===== src/rtl/uart_pkg.sv =====
// Shared UART definitions.
//   - UART_OVERSAMPLE_DEFAULT : default sampling-clock cycles per bit
//   - rx_state_e              : receiver FSM states
//   - PROTO_*                 : protocol byte constants used by the
//                               downstream protocol stage
package uart_pkg;

    localparam int unsigned UART_OVERSAMPLE_DEFAULT = 16;

    typedef enum logic [2:0] {
        s_idle      = 3'd0,
        s_start     = 3'd1,
        s_data      = 3'd2,
        s_parity    = 3'd3,
        s_stop      = 3'd4,
        s_wait_idle = 3'd5
    } rx_state_e;

    localparam logic [7:0] PROTO_START = 8'hAA;
    localparam logic [7:0] PROTO_TRAIN = 8'h55;
    localparam logic [7:0] PROTO_TEST  = 8'hC3;
    localparam logic [7:0] PROTO_STOP  = 8'h3C;

endpackage


===== src/rtl/uart_sync.sv =====
// Two-flop synchronizer for an asynchronous single-bit input.
// Ports:
//   clk  - destination clock
//   rst  - synchronous active-high reset, loads RESET_VAL into both flops
//   d    - asynchronous input
//   q    - synchronized output
module uart_sync #(
    parameter logic RESET_VAL = 1'b1
) (
    input  logic clk,
    input  logic rst,
    input  logic d,
    output logic q
);

    logic meta_q;
    logic sync_q;

    always_ff @(posedge clk) begin
        if (rst) begin
            meta_q <= RESET_VAL;
            sync_q <= RESET_VAL;
        end else begin
            meta_q <= d;
            sync_q <= meta_q;
        end
    end

    assign q = sync_q;

endmodule


===== src/rtl/uart_rx.sv =====
// UART receiver, 8 data bits, LSB first, one stop bit, oversampled.
// Build option: define UART_RX_PARITY_EN to expect an even-parity bit
// after the data bits; without it parity_err is constant 0.
// Ports:
//   uart_sampling_clk - clock at OVERSAMPLE x baud
//   rst               - synchronous active-high reset
//   rx                - asynchronous serial line, idle high
//   uart_byte         - last correctly received byte
//   data_rdy          - one-cycle pulse, uart_byte newly valid
//   framing_err       - one-cycle pulse, stop bit sampled low
//   parity_err        - one-cycle pulse, parity mismatch
module uart_rx
    import uart_pkg::*;
#(
    parameter int unsigned OVERSAMPLE = UART_OVERSAMPLE_DEFAULT
) (
    input  logic       uart_sampling_clk,
    input  logic       rst,
    input  logic       rx,
    output logic [7:0] uart_byte,
    output logic       data_rdy,
    output logic       framing_err,
    output logic       parity_err
);

    localparam int unsigned CW = $clog2(OVERSAMPLE);
    localparam logic [CW-1:0] CNT_HALF = CW'(OVERSAMPLE / 2 - 1);
    localparam logic [CW-1:0] CNT_LAST = CW'(OVERSAMPLE - 1);
    localparam logic [CW-1:0] CNT_ONE  = CW'(1);

    logic            rx_s;
    rx_state_e       state_q, state_d;
    logic [CW-1:0]   cnt_q, cnt_d;
    logic [2:0]      idx_q, idx_d;
    logic [7:0]      shift_q, shift_d;
    logic [7:0]      byte_q, byte_d;
    logic            rdy_q, rdy_d;
    logic            ferr_q, ferr_d;
`ifdef UART_RX_PARITY_EN
    logic            par_q, par_d;
    logic            perr_q, perr_d;
`endif

    uart_sync #(.RESET_VAL(1'b1)) u_sync (
        .clk (uart_sampling_clk),
        .rst (rst),
        .d   (rx),
        .q   (rx_s)
    );

    always_comb begin
        state_d = state_q;
        cnt_d   = cnt_q;
        idx_d   = idx_q;
        shift_d = shift_q;
        byte_d  = byte_q;
        rdy_d   = 1'b0;
        ferr_d  = 1'b0;
`ifdef UART_RX_PARITY_EN
        par_d   = par_q;
        perr_d  = 1'b0;
`endif
        case (state_q)
            s_idle: begin
                if (!rx_s) begin
                    state_d = s_start;
                    cnt_d   = '0;
                end
            end
            // Start bit is re-checked at its midpoint; every later sample
            // then lands one full bit period on, i.e. mid-bit.
            s_start: begin
                if (cnt_q == CNT_HALF) begin
                    cnt_d = '0;
                    idx_d = '0;
                    state_d = rx_s ? s_idle : s_data;
                end else begin
                    cnt_d = cnt_q + CNT_ONE;
                end
            end
            s_data: begin
                if (cnt_q == CNT_LAST) begin
                    cnt_d   = '0;
                    shift_d = {rx_s, shift_q[7:1]};
                    if (idx_q == 3'd7) begin
`ifdef UART_RX_PARITY_EN
                        state_d = s_parity;
`else
                        state_d = s_stop;
`endif
                    end else begin
                        idx_d = idx_q + 3'd1;
                    end
                end else begin
                    cnt_d = cnt_q + CNT_ONE;
                end
            end
`ifdef UART_RX_PARITY_EN
            s_parity: begin
                if (cnt_q == CNT_LAST) begin
                    cnt_d   = '0;
                    par_d   = rx_s;
                    state_d = s_stop;
                end else begin
                    cnt_d = cnt_q + CNT_ONE;
                end
            end
`endif
            s_stop: begin
                if (cnt_q == CNT_LAST) begin
                    cnt_d = '0;
                    if (!rx_s) begin
                        // Low stop bit wins over any parity mismatch.
                        ferr_d  = 1'b1;
                        state_d = s_wait_idle;
                    end else begin
                        state_d = s_idle;
`ifdef UART_RX_PARITY_EN
                        if (par_q != ^shift_q) begin
                            perr_d = 1'b1;
                        end else begin
                            rdy_d  = 1'b1;
                            byte_d = shift_q;
                        end
`else
                        rdy_d  = 1'b1;
                        byte_d = shift_q;
`endif
                    end
                end else begin
                    cnt_d = cnt_q + CNT_ONE;
                end
            end
            // Hold off until the line returns high so a break reports once.
            s_wait_idle: begin
                if (rx_s) begin
                    state_d = s_idle;
                end
            end
            default: state_d = s_idle;
        endcase
    end

    always_ff @(posedge uart_sampling_clk) begin
        if (rst) begin
            state_q <= s_idle;
            cnt_q   <= '0;
            idx_q   <= '0;
            shift_q <= '0;
            byte_q  <= '0;
            rdy_q   <= 1'b0;
            ferr_q  <= 1'b0;
`ifdef UART_RX_PARITY_EN
            par_q   <= 1'b0;
            perr_q  <= 1'b0;
`endif
        end else begin
            state_q <= state_d;
            cnt_q   <= cnt_d;
            idx_q   <= idx_d;
            shift_q <= shift_d;
            byte_q  <= byte_d;
            rdy_q   <= rdy_d;
            ferr_q  <= ferr_d;
`ifdef UART_RX_PARITY_EN
            par_q   <= par_d;
            perr_q  <= perr_d;
`endif
        end
    end

    assign uart_byte   = byte_q;
    assign data_rdy    = rdy_q;
    assign framing_err = ferr_q;
`ifdef UART_RX_PARITY_EN
    assign parity_err  = perr_q;
`else
    assign parity_err  = 1'b0;
`endif

endmodule


===== config.mk =====
export PLATFORM = sky130hd
export DESIGN_NAME = uart_rx
export DESIGN_NICKNAME = d
export VERILOG_FILES = /design/src/rtl/uart_pkg.sv /design/src/rtl/uart_sync.sv /design/src/rtl/uart_rx.sv
export SDC_FILE = /design/constraint.sdc
export NUM_CORES = 1
export LEC_CHECK = 0
export CORE_MARGIN = 2
export CORE_UTILIZATION = 40
export CTS_CLUSTER_DIAMETER = 150
export CTS_CLUSTER_SIZE = 8
export DETAILED_ROUTE_END_ITERATION = 8
export PLACE_DENSITY = 0.71
export SLEW_MARGIN = 20
export SYNTH_ARGS = -nofsm -noshare
export SYNTH_HDL_FRONTEND = slang
export SYNTH_SLANG_ARGS = --single-unit

===== constraint.sdc =====
create_clock -name uart_sampling_clk -period 2.3 [get_ports uart_sampling_clk]
set_input_delay 0.23 -clock uart_sampling_clk [delete_from_list [all_inputs] [get_ports uart_sampling_clk]]
set_output_delay 0.23 -clock uart_sampling_clk [all_outputs]
set_load 0.05 [all_outputs]

Word-level counts from Yosys, hierarchy flattened
Index checks and enable logic that the tools add are counted.

cells by class
  add/subtract/negate cells = 2
  multipliers = 0
  div/mod/pow operators = 0
  order comparisons = 0
  equality and inequality tests = 14
  shift-type cells = 0
  muxes and demuxes = 19
  bitwise operators = 2
  reductions and logical operators = 10

operator list
  cell                                                             count
  3-bit two-way mux                                                10
  3-bit one-hot mux with 5 select lines                            1
  4-bit two-way mux                                                3
  2-bit != test, second input constant                             6
  4-bit one-hot mux with 3 select lines                            1
  3-bit == test, second input constant                             3
  3-bit one-hot mux with 2 select lines                            1
  6-bit AND reduction                                              1
  4-bit by 1-bit adder with 4-bit output, second input constant    1
  4-bit by 3-bit == test with 1-bit output, second input constant  1
  4-bit == test, second input constant                             1
  2-bit AND reduction                                              2
  4-bit AND reduction                                              1
  3-bit by 1-bit adder with 3-bit output, second input constant    1
  3-bit by 1-bit == test with 1-bit output, second input constant  1
  3-bit by 2-bit == test with 1-bit output, second input constant  1
  3-bit logical NOT                                                1
  3-bit AND reduction                                              1
  3-bit nonzero test                                               1
  3-bit OR reduction                                               1
  1-bit two-way mux                                                2
  2-bit two-way mux                                                1
  2-bit by 1-bit != test with 1-bit output, second input constant  1
  1-bit NOT                                                        2
  other kinds (2)                                                  2

word-level totals
  flip-flop bits (word level) = 30
  latch bits = 0
  memory bits (writable) = 0
  memory bits (read-only) = 0
  input bits = 3
  output and inout bits = 11
  logic and storage cells = 56
  memories kept = 0

Logic depth before layout (Yosys ltp)
  word-level depth = 4
  gate-level depth with buffers = 6
  depth with buffers taken out = 6

Cells and area by module
Synthesis repeated with hierarchy kept, for this count alone.

unflattened totals
  cells, all modules = 137
  area, all modules = 1320.0 µm²

modules (own cells, without submodules)
  module     instances  cells an instance  area each (µm²)  sequential area each (µm²)
  uart_rx    1          133                1267.5           560.5
  uart_sync  1          4                  52.6             40.0

Worst setup path after synthesis
No wires, ideal clock.

  path type = register to register
  from = reg cnt_q[0]
  to = reg state_q[2]
  library setup time = 0.123 ns
  arrival = 1.563 ns
  data required time = 2.177 ns
  setup slack = 0.613 ns
  stages on the path, launching flop included = 6
  path buffers = 0
  clock period less this slack = 1.687 ns
  cell sequence = dfxtp_1 -> ha_1 -> nand3_2 -> o221a_2 -> a21oi_2 -> mux2_1

between the ends
  cells in the longest elaborated chain, start to end = 3
  elaborated cells between the ends (all ways) = 6
  those cells by class = eq/ne (5); reduce/logical (1)

ends and longest elaborated chain
  what                                                                              line                                          source
  from (decl)                                                                       uart_rx.sv:33                                 logic [CW-1:0] cnt_q, cnt_d;
  from (signal assigned)                                                            uart_rx.sv:159                                cnt_q <= cnt_d;
  4-bit == test / 4-bit by 3-bit == test with 1-bit output (equally long branches)  uart_rx.sv:82, uart_rx.sv:110, uart_rx.sv:73
  2-bit != test (no source line)                                                    n/a
  6-bit AND reduction (no source line) *                                            n/a
  to (signal assigned)                                                              uart_rx.sv:146                                state_q <= s_idle;
  to (signal assigned)                                                              uart_rx.sv:158                                state_q <= state_d;
  to (decl)                                                                         uart_rx.sv:32                                 rx_state_e state_q, state_d;

Mark *: on every way between the ends. The rest lies on a longest branch, timed or not.
A chain may end at the register's enable or synchronous reset.

Worst setup path after layout
  from = reg cnt_q[0]
  to = reg byte_q[2], in the netlist uart_byte[2]

between the ends
  cells in the longest elaborated chain, start to end = 2

ends and longest elaborated chain
  what                                  line            source
  4-bit == test                         uart_rx.sv:110  if (cnt_q == CNT_LAST) begin
  3-bit AND reduction (no source line)  n/a
  to (signal assigned)                  uart_rx.sv:162  byte_q <= byte_d;
  to (decl)                             uart_rx.sv:36   logic [7:0] byte_q, byte_d;

Every way passes these cells.

==> flow_summary.yaml <==
run_status:
  status: "complete, no violations"
min_path:
  worstHoldPathCells: 1
  worstHoldPathType: "reg2reg"
  min_from: "u_sync.meta_q$_SDFF_PP1_"
  holdPathEnd: "u_sync.q$_SDFF_PP1_"
route:
  drcViolationCount: 0
  wire_per_inst_microns: 11.88
  antenna_left: 0
  drtIter0Drc: 51
  vias: 1009
  drtPass1Iterations: 4
  routed_wl_mm: 2.424
  vias_per_cell: 4.946
floorplan:
  fp.coreArea_sq_mm: 0.003284
  start_util: 0.4130
  rows: 21
  dieWidth_microns: 62.23
  pin_count: 14
  die_y_microns: 62.23
  dieArea_sq_mm: 0.003873
global_route:
  use_met2: 0.2432
  met1_usage: 0.1644
  busiest_layer: "met2"
  grt_pass1_wl_mm: 4.450
  antenna_found_initial: 0
  grt_max_degree: 34
  grtUsageTotal: 0.1414
  overflow: 0
  grt_pass1_vias: 1025
  grtUsageMet3: 0.04710
layout:
  fin_area_sq_mm: 0.001572
  fin_nets: 163
  final_util: 0.4785
  drive_gt1_frac: 0.1456
  area_growth_pct: 15.87
  num_antenna_cells: 0
  final_cell_mix: "30 x dfxtp_1, 23 x nor2_1, 18 x mux2i_1, 12 x clkdlybuf4s50_1, 10 x nand2_1"
  layout_commonest_cell: "dfxtp_1"
  instances_no_fill: 204
setup_path:
  required_ns: 2.50
  r2r_slack_ns: 0.36
  timing.rr.start: "cnt_q[0]$_SDFFE_PP0P_"
  path_class: "reg2reg"
  r2r_end: "uart_byte[2]$_SDFFE_PP0P_"
  cp-start-kind: "register"
  worstSetupEndpointType: "register"
  crit_arrival_ns: 2.14
  cp_max_fo: 9
  reg2reg_depth: 5
timing:
  post-route-period-util: 0.8434
  fmax_mhz: 515.5
  period_minus_slack_ns: 1.940
  fin_tns_setup_ns: 0
  layout_setup_ws_ns: 0.3602
  rsz0062_at_grt: "no"
  hold_viol: 0
  drv_slew: 0
  finalSetupViolations: 0
  skew_ns: 0.003667
  tightest_slew_ns: 0.5827
  max-slew-margin-rel: 0.6054
  fin_hold_ws_ns: 0.4170
clock_tree:
  hold_buffers: 0
  tritoncts.num_buffers: 5
  clockBufferDepth: 2
  clk_latency_ns: 0.31
  clk_pin_slew_ns: 0.09
  cts.htree.levels: 2
  cts_tree: "yes"
  cts_setup_buffers: 0
  cts-root-buf: "clkbuf_4"
  cts.sink_count: 30
  post_cts_resized: 0
place:
  dpl_cell_area_sq_mm: 0.001511
  place_ws_ns: 0.3782
  place_congestion: 0.8167
  place_inst: 196
  place_hpwl_mm: 1.706
  numPortBuffers: 12
synthesis:
  synth_top_flop_cell: "dfxtp_1"
  synth_area_per_cell_sq_um: 9.485
  ys_async_sr_fraction: 0
  synth_edf_count: 0
  yosysWarnings: 0
  synthCells: 143
  syn_nets: 149
  synth-seq-area-share: 0.4428
  syn_area_sq_mm: 0.001356
  synth_cell_types: 43
  ys_ff_latch: 30
run:
  cap_violations: 0
power_and_ir_drop:
  p_leak_nw: 0.6450
  powerDensity_mw_per_mm2: 683.4
  total_power_mw: 1.074
  ir_drop_mv: 0.3254
-- kinds of logic (layout without fill, tap and decap cells) --
family                   count (synthesis)  count (layout)  synth area share
AND/OR/NAND/NOR                         59              59            0.2408
flip-flops                              30              30            0.4428
AO/OA/AOI/OAI                           19              19           0.09687
multiplexers                            19              19            0.1411
buffers and inverters                   11              26           0.04151
adder cells (fa/ha/maj)                  3               3           0.02768
other                                    1               1          0.002765
XOR/XNOR                                 1               1          0.006459
-- metal layers --
metal	up-vias	routed length (microns)
met5	-	0
met4	0	28
met3	4	104
met2	14	1184
met1	473	1107
li1	518	-
-- worst max path at each step --
| stage | startpoint | end | slack, ns |
|---|---|---|---|
| finish | cnt_q[0]$_SDFFE_PP0P_ | uart_byte[2]$_SDFFE_PP0P_ | 0.36 |
| global route | cnt_q[0]$_SDFFE_PP0P_ | uart_byte[2]$_SDFFE_PP0P_ | 0.23 |
| CTS | cnt_q[0]$_SDFFE_PP0P_ | uart_byte[2]$_SDFFE_PP0P_ | 0.36 |
| detailed placement | cnt_q[0]$_SDFFE_PP0P_ | uart_byte[2]$_SDFFE_PP0P_ | 0.38 |
| global placement | cnt_q[0]$_SDFFE_PP0P_ | uart_byte[0]$_SDFFE_PP0P_ | 0.44 |
| floorplan | cnt_q[0]$_SDFFE_PP0P_ | state_q[2]$_SDFFE_PP0P_ | 0.61 |
-- cell usage after synthesis, types with 2 or more instances --
master	count	area share
ha_1	3	0.028
nand2_1	10	0.028
nor3b_1	4	0.022
dfxtp_1	30	0.44
buf_2	3	0.011
a21oi_1	6	0.022
mux2i_1	18	0.13
or2_2	5	0.023
nand3_1	2	0.0074
nor2_1	23	0.064
inv_1	2	0.0055
o21ai_0	2	0.0074
clkbuf_1	3	0.0083
nand2b_1	3	0.014
-- layout make-up --
cell class | instances | area, sq um
multi-input cells | 102 | 699.4
clock buffers | 7 | 55.05
flip-flops and latches | 30 | 600.6
clock inverters | 1 | 5.005
inverters | 3 | 11.26
fillers | 308 | 1713
well taps | 46 | 57.56
repair buffers | 15 | 142.6
-- report_power, final --
| part | internal (mW) | switching, mW | total (mW) |
|---|---|---|---|
| combinational | 0.0934 | 0.111 | 0.205 |
| sequential | 0.537 | 0.0140 | 0.551 |
| clock | 0.148 | 0.170 | 0.318 |
| total | 0.779 | 0.295 | 1.07 |
-- critical path, stage by stage, from the launching register on --
cell     delay (ns)
dfxtp_1        0.38
ha_1           0.25
nand3_2        0.19
or4_1          0.69
mux2i_1        0.25
nor2_1         0.06
-- flip-flops by register name, summed over array words and instances, names as in the netlist --
| signal | count |
|---|---|
| idx_q | 3 |
| cnt_q | 4 |
| framing_err | 1 |
| data_rdy | 1 |
| u_sync.meta_q | 1 |
| u_sync.q | 1 |
| state_q | 3 |
| shift_q | 8 |
| uart_byte | 8 |
No activity file was read; power rests on OpenSTA's default activity.
==> edit 1, RTL diff (config.mk and constraints unchanged) <==
Make the reset (`rst`) asynchronous in 2 clocked blocks. Comments in the files are not updated.
--- a/src/rtl/uart_sync.sv
+++ b/src/rtl/uart_sync.sv
@@ -18,3 +18,3 @@
 
-    always_ff @(posedge clk) begin
+    always_ff @(posedge clk or posedge rst) begin
         if (rst) begin
--- a/src/rtl/uart_rx.sv
+++ b/src/rtl/uart_rx.sv
@@ -143,3 +143,3 @@
 
-    always_ff @(posedge uart_sampling_clk) begin
+    always_ff @(posedge uart_sampling_clk or posedge rst) begin
         if (rst) begin
Behaviour: same outputs for any inputs over 10 cycles, from zero or initial values and one cycle with rst high; that may be too few to reach the edited logic, so the function may still have changed.
==> edit 1 against the original RTL <==
- sequential cell count unchanged
- routed wire length fell by 2.5%
- setup slack better by 0.13 ns
- power up 44%
- cell area rose by 4.2%
- worst hold slack lost 0.16 ns
- sequential share of layout area rose by 7.8 points
- synthesized area is 1.8% higher
- highest routed layer unchanged
==> edit 1: results (changes against the original RTL) <==
first_iter_violations: 56  # was 51
synthAdderAreaFrac_pct: 2.72  # was 2.77%
wl_per_cell_um: 13.4  # was 11.9 um
grt_pass1_wl_um: 4430  # was 4450 um
grt_pass1_vias: 965  # was 1025
grtUsageMet2_pct: 23.8  # was 24.3%
post_cts_resized: 0  # unchanged
slowest_stage: "dfrtp_1"  # was or4_1
status: "finished clean"  # unchanged
arrival_ns: 2.03  # was 2.14 ns
dpl.hpwl_um: 1670  # was 1710 um
postCtsSetupBuffers: 0  # unchanged
min_path_type: "in2async"  # was reg2reg
fin_crit_sh_pct: 78.6  # was 84.3%
filler_cell_count: 317  # was 308
wl_met3_um: 113  # was 104 um
ys_seq_area_share_pct: 54.5  # was 44.3%
met3_usage_pct: 5.59  # was 4.71%
clock_latency_ns: 0.33  # was 0.31 ns
ys_types: 36  # was 43
whs_ns: 0.260  # was 0.417 ns
grt_start_max_net_pins: 31  # was 34
synthesis.nets: 122  # was 149
portBuffers: 12  # unchanged
place_ws_ns: 0.496  # was 0.378 ns
cpPeakStageDelay_ns: 0.41  # was 0.69 ns
cp-startpoint: "cnt_q[0]"  # unchanged
ir_worst_vdd_mv: 0.409  # was 0.325 mV
drt_pass1_iterations: 5  # was 4
route.met2.wl_um: 1150  # was 1180 um
synthTopCellsByArea: "dfrtp_1, mux2_2, dfstp_2"  # was dfxtp_1, mux2i_1, nor2_1
synthXorXnorAreaFrac_pct: 1.27  # was 0.646%
synth.top_cells.by_count: "dfrtp_1, mux2_2, inv_1, nor2_1, a21oi_1"  # was dfxtp_1, nor2_1, mux2i_1
grt_use_total_pct: 14.8  # was 14.1%
synth_compound_area_share_pct: 13.5  # was 9.69%
layout-drive-gt1-share_pct: 22.9  # was 14.6%
cp_max_fo: 11  # was 9
p_leak_nw: 0.798  # was 0.645 nW
met1Wirelength_um: 1030  # was 1110 um
vias: 922  # was 1009
worstMarginPinSlew_ns: 0.512  # was 0.583 ns
skew_ns: 0.00718  # was 0.00367 ns
synthArstFlopShare_pct: 100  # was 0%
endpoint: "idx_q[0]"  # was uart_byte[2]
use_met1_pct: 16.9  # was 16.4%
ff2ff_setup_slack_ns: 0.49  # was 0.36 ns
placed_cell_area_mm2: 0.00153  # was 0.00151 mm2
ys.flop_type: "dfrtp_1"  # was dfxtp_1
==> edit 1: tightest hold or removal path: cells and delay by family <==
kind / cells / cell delay [ns]
buf+inv: 3 / 0.78
==> edit 1: cell type report <==
type                            instances  area [um2]  area share, %
Clock buffer                            6        51.3           3.13
Clock inverter                          2        60.1           3.67
Inverter                                7        26.3           1.60
Multi-Input combinational cell         73         562           34.3
Sequential cell                        30         753           46.0
Tap cell                               46        57.6           3.51
Timing Repair Buffer                   13         128           7.79
==> edit 1: metrics by stage <==
stage	total power, mW	instances
after CTS	1.56	177
after floorplan	0.944	116
after detailed placement	1.01	169
final	1.55	177
after global routing	1.65	177
after global placement	0.980	169
==> edit 1: where the power goes <==
part	internal, mW	switching (mW)	leakage (nW)
sequential	0.621	0.0904	0.393
combinational	0.143	0.138	0.346
clock	0.368	0.188	0.0585
total	1.13	0.417	0.798
==> edit 2, RTL diff (config.mk and constraints unchanged) <==
Without the edit above. Add a define of `UART_RX_PARITY_EN`.
--- a/src/rtl/uart_rx.sv
+++ b/src/rtl/uart_rx.sv
@@ -11,2 +11,4 @@
 //   parity_err        - one-cycle pulse, parity mismatch
+`define UART_RX_PARITY_EN
+
 module uart_rx
Function: same outputs for any inputs over 10 cycles, from zero or initial values and one cycle with rst high; that may be too few to reach the edited logic, so the function may still have changed.
==> edit 2 against the original RTL <==
- cell area increased by 10%
- sequential cell count increased by 2
- first-iteration DRC count decreased by 9.8%
- count of clock-buffer cells in the layout decreased by 1
- synthesized cell count increased by 9.1%
- synthesized area increased by 8.4%
- critical path type unchanged
- clock skew increased by 0.00051 ns
- non-clock buffer count unchanged
- setup slack improved by 0.012 ns
- routed wire length increased by 18%
- largest cell class unchanged
- cell count increased by 6.9%
Power is not compared: it rests on default switching activity, and its combinational part moved more than twofold at a synthesized area within 25%.
==> edit 2: results (changes against the original RTL) <==
grt_use_total_pct: 15.5  # was 14.1%
placed_cell_area_mm2: 0.00164  # was 0.00151 mm2
grt_pass1_vias: 1133  # was 1025
layout-drive-gt1-share_pct: 9.41  # was 14.6%
route.met2.wl_um: 1480  # was 1180 um
ys_seq_area_share_pct: 43.6  # was 44.3%
skew_ns: 0.00418  # was 0.00367 ns
clk_pin_slew_worst_paths_ns: 0.06  # was 0.09 ns
status: "finished clean"  # unchanged
cp_max_fo: 8  # was 9
vias: 1134  # was 1009
root_buffer: "clkbuf_8"  # was clkbuf_4
dpl.hpwl_um: 2050  # was 1710 um
r2r_cells: 6  # was 5
grt_start_max_net_pins: 17  # was 34
wl_met3_um: 122  # was 104 um
grt_pass1_wl_um: 4980  # was 4450 um
ys.flop_type: "dfxtp_1"  # unchanged
wl_per_cell_um: 13.1  # was 11.9 um
portBuffers: 13  # was 12
place_congestion: 0.808  # was 0.817
met1Wirelength_um: 1230  # was 1110 um
min_to: "u_sync.q"  # unchanged
clock_latency_ns: 0.28  # was 0.31 ns
place_inst: 210  # was 196
finalNetCount: 175  # was 163
ys_types: 35  # was 43
synthesis.nets: 162  # was 149
synthArstFlopShare_pct: 0  # unchanged
via_per_inst: 5.20  # was 4.95
syn_area_per_cell_um2: 9.42  # was 9.48 um2
whs_ns: 0.411  # was 0.417 ns
first_iter_violations: 46  # was 51
[edit 2: cells by family after synthesis]
group,share of synthesized area [%]
compound gates,9.53
mux,15.1
simple gates,20.6
flops,43.6
buf+inv,3.06
fa+ha+maj,2.55
xor+xnor,5.53
[edit 2: worst max-delay path: stages, from the launching register on]
cell and delay (ns):
dfxtp_1 0.40, ha_1 0.28, and4b_1 0.29, nand4b_1 0.15, mux2i_4 0.40, mux2i_1 0.25, nor2_1 0.05
[edit 2: layout make-up]
cell class / count / area [um2]
repair buffers: 15 / 145
inverters: 3 / 11.3
multi-input cells: 112 / 785
clock buffers: 6 / 82.6
flip-flops and latches: 32 / 641
fillers: 344 / 1870
clock inverters: 2 / 10.0
well taps: 48 / 60.1
[edit 2: worst max-delay path by stage]
stage / slack (ns) / to
3_3_place_gp: 0.47 / uart_byte[0]
5_1_grt: 0.21 / uart_byte[6]
4_1_cts: 0.37 / uart_byte[3]
6_report: 0.37 / uart_byte[3]
2_1_floorplan: 0.58 / uart_byte[0]
3_5_place_dp: 0.39 / uart_byte[2]
[edit 2: metal layers]
layer  vias up  GRT usage, %
met5         -             0
met4         0          5.85
met3         8          5.21
met2        31          27.2
met1       523          17.4
li1        572             -
[edit 2: power by group]
part / total [mW] / switching (mW) / internal, mW
clock: 0.439 / 0.201 / 0.238
sequential: 0.560 / 0.00308 / 0.557
combinational: 0.0312 / 0.0188 / 0.0125
[edit 2: per-stage QoR]
stage	power, mW	worst slack [ns]
floorplan	0.594	0.581
global placement	0.602	0.470
detailed placement	0.604	0.388
CTS	1.05	0.369
global route	1.08	0.209
finish	1.03	0.372
